[config.mk]
export PLATFORM = sky130hd
export DESIGN_NAME = uart_rx_fifo
export DESIGN_NICKNAME = d
export VERILOG_FILES = /design/src/rtl/uart_rx_fifo.sv
export SDC_FILE = /design/constraint.sdc
export NUM_CORES = 1
export LEC_CHECK = 0
export BUFFER_PORTS_ARGS = -buffer_cell sky130_fd_sc_hd__buf_2
export CORE_ASPECT_RATIO = 0.6
export CORE_UTILIZATION = 57
export CTS_BUF_LIST = sky130_fd_sc_hd__clkbuf_2
export DETAILED_ROUTE_END_ITERATION = 6
export PLACE_DENSITY = 0.79
export SYNTH_ARGS = -nofsm -noshare
export SYNTH_HDL_FRONTEND = slang
export SYNTH_SLANG_ARGS = --single-unit
[constraint.sdc]
create_clock -name clk -period 2.73 [get_ports clk]
set_input_delay 0.1365 -clock clk [delete_from_list [all_inputs] [get_ports clk]]
set_output_delay 0.1365 -clock clk [all_outputs]
set_load 0.02 [all_outputs]
[src/rtl/uart_rx_fifo.sv]
// UART receive FIFO: FWFT valid/ready output (1-cycle fill latency), drops bytes when full (sticky overflow), err counter.
// Optional idle-data timeout interrupt enabled by defining RX_TIMEOUT_EN; otherwise timeout_irq is tied low.
module uart_rx_fifo #(
  parameter int DEPTH       = 16,
  parameter int DATA_W      = 8,
  parameter int THRESH      = 8,
  parameter int TIMEOUT_CYC = 1024
) (
  input  logic                     clk,
  input  logic                     rst,
  input  logic [DATA_W-1:0]        rx_data,
  input  logic                     rx_valid,
  input  logic                     rx_error,
  input  logic                     flush,
  output logic [DATA_W-1:0]        m_data,
  output logic                     m_err,
  output logic                     m_valid,
  input  logic                     m_ready,
  output logic [$clog2(DEPTH):0]   count,
  output logic                     full,
  output logic                     empty,
  output logic                     level_irq,
  output logic                     overflow,
  output logic [7:0]               err_count,
  input  logic                     stat_clr,
  output logic                     timeout_irq
);

  localparam int AW = $clog2(DEPTH);
  localparam logic [AW:0] DepthC  = (AW+1)'(DEPTH);
  localparam logic [AW:0] ThreshC = (AW+1)'(THRESH);

  if (DEPTH < 2 || (1 << AW) != DEPTH || THRESH < 1 || THRESH > DEPTH || TIMEOUT_CYC < 1)
  begin : g_bad_params
    $error("uart_rx_fifo: illegal parameter combination");
  end

  logic [DATA_W:0]  mem [DEPTH];
  logic [AW-1:0]    wr_ptr, rd_ptr;
  logic [DATA_W:0]  head;
  logic             push, pop, ovf_evt, err_evt;

  assign empty     = (count == '0);
  assign full      = (count == DepthC);
  assign level_irq = (count >= ThreshC);
  assign m_valid   = !empty;
  assign pop       = m_valid && m_ready;
  assign push      = rx_valid && (!full || pop);
  assign ovf_evt   = rx_valid && full && !pop && !flush;
  assign err_evt   = rx_valid && rx_error;

  // Gate the head with m_valid so stale RAM never leaks out when empty.
  assign head   = mem[rd_ptr];
  assign m_data = m_valid ? head[DATA_W-1:0] : '0;
  assign m_err  = m_valid ? head[DATA_W]     : 1'b0;

  always_ff @(posedge clk) begin
    if (push && !flush) mem[wr_ptr] <= {rx_error, rx_data};
  end

  always_ff @(posedge clk) begin
    if (rst || flush) begin
      wr_ptr <= '0;
      rd_ptr <= '0;
      count  <= '0;
    end else begin
      if (push) wr_ptr <= wr_ptr + 1'b1;
      if (pop)  rd_ptr <= rd_ptr + 1'b1;
      if (push && !pop)      count <= count + 1'b1;
      else if (pop && !push) count <= count - 1'b1;
    end
  end

  // A set/increment in the same cycle as stat_clr takes precedence.
  always_ff @(posedge clk) begin
    if (rst) begin
      overflow  <= 1'b0;
      err_count <= '0;
    end else begin
      if (ovf_evt)       overflow <= 1'b1;
      else if (stat_clr) overflow <= 1'b0;

      if (err_evt) begin
        if (stat_clr)                err_count <= 8'd1;
        else if (err_count != 8'hFF) err_count <= err_count + 1'b1;
      end else if (stat_clr) begin
        err_count <= '0;
      end
    end
  end

`ifdef RX_TIMEOUT_EN
  localparam int IW = $clog2(TIMEOUT_CYC + 1);
  localparam logic [IW-1:0] IdleMax = IW'(TIMEOUT_CYC);
  logic [IW-1:0] idle;

  always_ff @(posedge clk) begin
    if (rst || flush || push || pop)       idle <= '0;
    else if (!empty && idle != IdleMax)    idle <= idle + 1'b1;
  end

  assign timeout_irq = (idle == IdleMax) && !empty;
`else
  assign timeout_irq = 1'b0;
`endif

endmodule

==> qor.yml <==
floorplanning:
  start_util: 0.598
  core_mm2: 0.0115
  die_h_um: 87.2
  design.portCount: 43
  rows: 30
  dieWidth_um: 144
  fp.dieArea_mm2: 0.0126
route:
  drt-total-wl_um: 14000
  via_per_inst: 5.88
  dr_total_vias: 3883
  drt_iter0_drc: 334
  drc: 0
  dr.pass1.iters: 5
  final_antenna_net_count: 0
  post_drt_wl_per_cell_um: 21.3
run:
  maxCapViolations: 0
clocking:
  cts_max_path_buffers: 2
  cts_root_buffer: "clkbuf_2"
  insertion_delay_ns: 0.71
  htreeDepth: 4
  cts_num_sinks: 170
  numCtsBuffers: 17
  clk_pin_slew_ns: 0.26
  cts_tree: "done"
pwr:
  leakagePower_nw: 2.69
  cellInternalPower_mw: 3.59
  power.density_mw_per_mm2: 627
  netSwitchingPower_mw: 1.46
  max-vdd-ir-drop_mv: 0.394
  power_frac_seq: 0.567
  finalPower_mw: 5.05
  swShare: 0.290
  p_clk_frac: 0.261
  p_comb_frac: 0.172
timing:
  timing.final.crit_share: 0.974
  max_freq_mhz: 376
  max-slew-margin-rel: 0.198
  final.min_clock_period_ns: 2.66
  worstMarginPinSlew_ns: 1.20
  whs_ns: 0.193
  rsz0062_at_grt: "yes"
  clock_skew_ns: 0.0360
  report.final.setup_viol: 0
  drv_slew: 0
  hold_viol: 0
min_path:
  hold_class: "in2reg"
final_layout:
  antenna_cells: 0
  area_growth_pct: 16.9
  layout.nets: 513
  drive_above_1_share: 0.348
  fillers: 761
  final_cells: 660
critical_path:
  worst_path_max_delay_cell: "or4_4"
  required_ns: 3.35
  critPathKind: "reg2reg"
  cp.arrival_ns: 3.28
  cpPeakStageDelay_ns: 0.55
  cp_max_fo: 5
  critPathCaptureType: "flop"
  crit_buf_inv: 2
  start_kind: "flop"
  crit_chain: "or4_4, buf_4, o21ai_2, ha_2, inv_2, ha_1, a21o_1, a21oi_2, nor4_1, a311o_1"
  critPathTopFamily: "compound AO/OA/AOI/OAI gates"
yosys:
  syn_inst: 398
  syn-cell-area_mm2: 0.00689
  synth_edf_count: 144
  yosysWarnings: 0
  synth_fp_nets: 424
  syn_area_per_cell_um2: 17.3
  ys_async_sr_fraction: 0
  yosysSeqAreaShare: 0.703
  synth_flop_cell: "edfxtp_1"
  ys_types: 49
  synth_seq_cells: 170
global_route:
  grt-ovfl-total: 0
  grt_max_degree: 25
  antenna_found_initial: 0
  grt_usage: 0.240
  grt_pass1_wl_um: 21200
  grt_pass1_vias: 3841
place:
  io_buffers: 41
  routabilityCongestion: 0.891
  hpwl_um: 9250
  place_inst: 601
outcome:
  status: "finished, final reports clean"
## metrics by stage
stage               utilization  setup WS [ns]  cell area, um2  setup TNS, ns
floorplan                     -        0.00644            6890              0
detailed placement        0.641         0.0393            7390              0
CTS                       0.684        0.00469            7880              0
finish                    0.699         0.0699            8060              0
global placement          0.641          0.139            7390              0
global route              0.699        -0.0267            8060         -0.180
## sequential cells by signal, summed over array words and instances, names as in the netlist, named ones only
signal / count
mem: 144
wr_ptr: 4
err_count: 8
count: 5
overflow: 1
rd_ptr: 4
## layer usage
layer	GRT usage	up-vias	part of all wire
met5	0	-	0
met3	0.0583	12	0.061
li1	-	1763	-
met2	0.365	139	0.47
met4	0.0522	0	0.0066
met1	0.357	1969	0.46
## repair_timing
action	CTS	global route
gates resized for setup	14	29
hold endpoints to repair	168	0
setup endpoints to repair	9	11
hold buffers	17	0
setup buffers	3	6
cloned	0	1
pin swaps	1	14
## cell families after synthesis
family,synth area share
other,0.000544
and+or+nand+nor,0.0612
muxes,0.134
adders and majority gates,0.0211
AOI/OAI and AO/OA,0.0537
buffers and inverters,0.0196
DFF,0.703
xor gates and xnor gates,0.00762
## tightest hold or removal path, stage by stage
cell and delay (ns):
dlygate4sd3_1 0.52, buf_2 0.15, a2111oi_0 0.08
## synth_stat cells, drive strengths merged, types with 2 or more instances
| cell type | instances | share of area |
|---|---|---|
| edfxtp | 144 | 0.63 |
| mux4 | 36 | 0.12 |
| nor2 | 34 | 0.019 |
| dfxtp | 26 | 0.075 |
| a211oi | 19 | 0.021 |
| buf | 13 | 0.011 |
| mux2i | 11 | 0.016 |
| ha | 10 | 0.018 |
| nor2b | 10 | 0.0091 |
| nand3 | 9 | 0.0065 |
| inv | 8 | 0.0044 |
| nand2 | 8 | 0.0044 |
| a21oi | 7 | 0.0056 |
| clkbuf | 7 | 0.0040 |
| o21ai | 6 | 0.0049 |
| a31oi | 5 | 0.0045 |
| and3 | 4 | 0.0036 |
| nand2b | 4 | 0.0036 |
| nor3 | 4 | 0.0029 |
| xnor2 | 3 | 0.0038 |
| xor2 | 3 | 0.0038 |
| a2111oi | 2 | 0.0025 |
| a31o | 2 | 0.0025 |
| nand3b | 2 | 0.0022 |
| o211ai | 2 | 0.0022 |
| or2 | 2 | 0.0018 |
| or3 | 2 | 0.0018 |
| or4 | 2 | 0.0022 |
## cells in the final DEF (no fill, tap or decap), types with 6 or more instances in the layout
cell type,netlist,layout
clkbuf_2,1,18
ha_1,10,7
buf_4,3,27
dfxtp_1,26,22
buf_2,8,37
nand3_1,9,9
inv_1,7,6
a211oi_2,0,12
nand2_1,8,8
dlygate4sd3_1,0,17
nor2b_1,10,9
a211oi_1,19,6
nor2_1,34,33
mux4_2,36,36
mux2i_1,11,11
edfxtp_1,144,144
## final timing paths
kind / startpoint / to / slack, ns / cells past startpoint
worst max-delay path: count[2] / count[3] / 0.07 / 10
worst min-delay path: stat_clr / err_count[6] / 0.19 / 3
worst max register to register: count[2] / count[3] / 0.07 / 10
worst min register to register: err_count[1] / err_count[1] / 0.52 / 2
## power groups by stage
stage | sequential [mW] | combinational [mW] | clock, mW
after floorplan | 2.94 | 0.430 | 0
after global placement | 2.92 | 0.692 | 0
after detailed placement | 2.93 | 0.709 | 0
after CTS | 2.87 | 0.746 | 1.34
after global routing | 2.87 | 0.927 | 1.43
final | 2.86 | 0.870 | 1.32
## area by class of cell
class | instances | area [um2] | area share
Sequential cell | 170 | 4860 | 0.603
Multi-Input combinational cell | 200 | 2030 | 0.252
Timing Repair Buffer | 90 | 689 | 0.0855
Tap cell | 160 | 200 | 0.0248
Clock inverter | 14 | 161 | 0.0200
Clock buffer | 18 | 90.1 | 0.0112
Inverter | 8 | 30.0 | 0.00373
No activity file was read; power rests on OpenSTA's default activity.
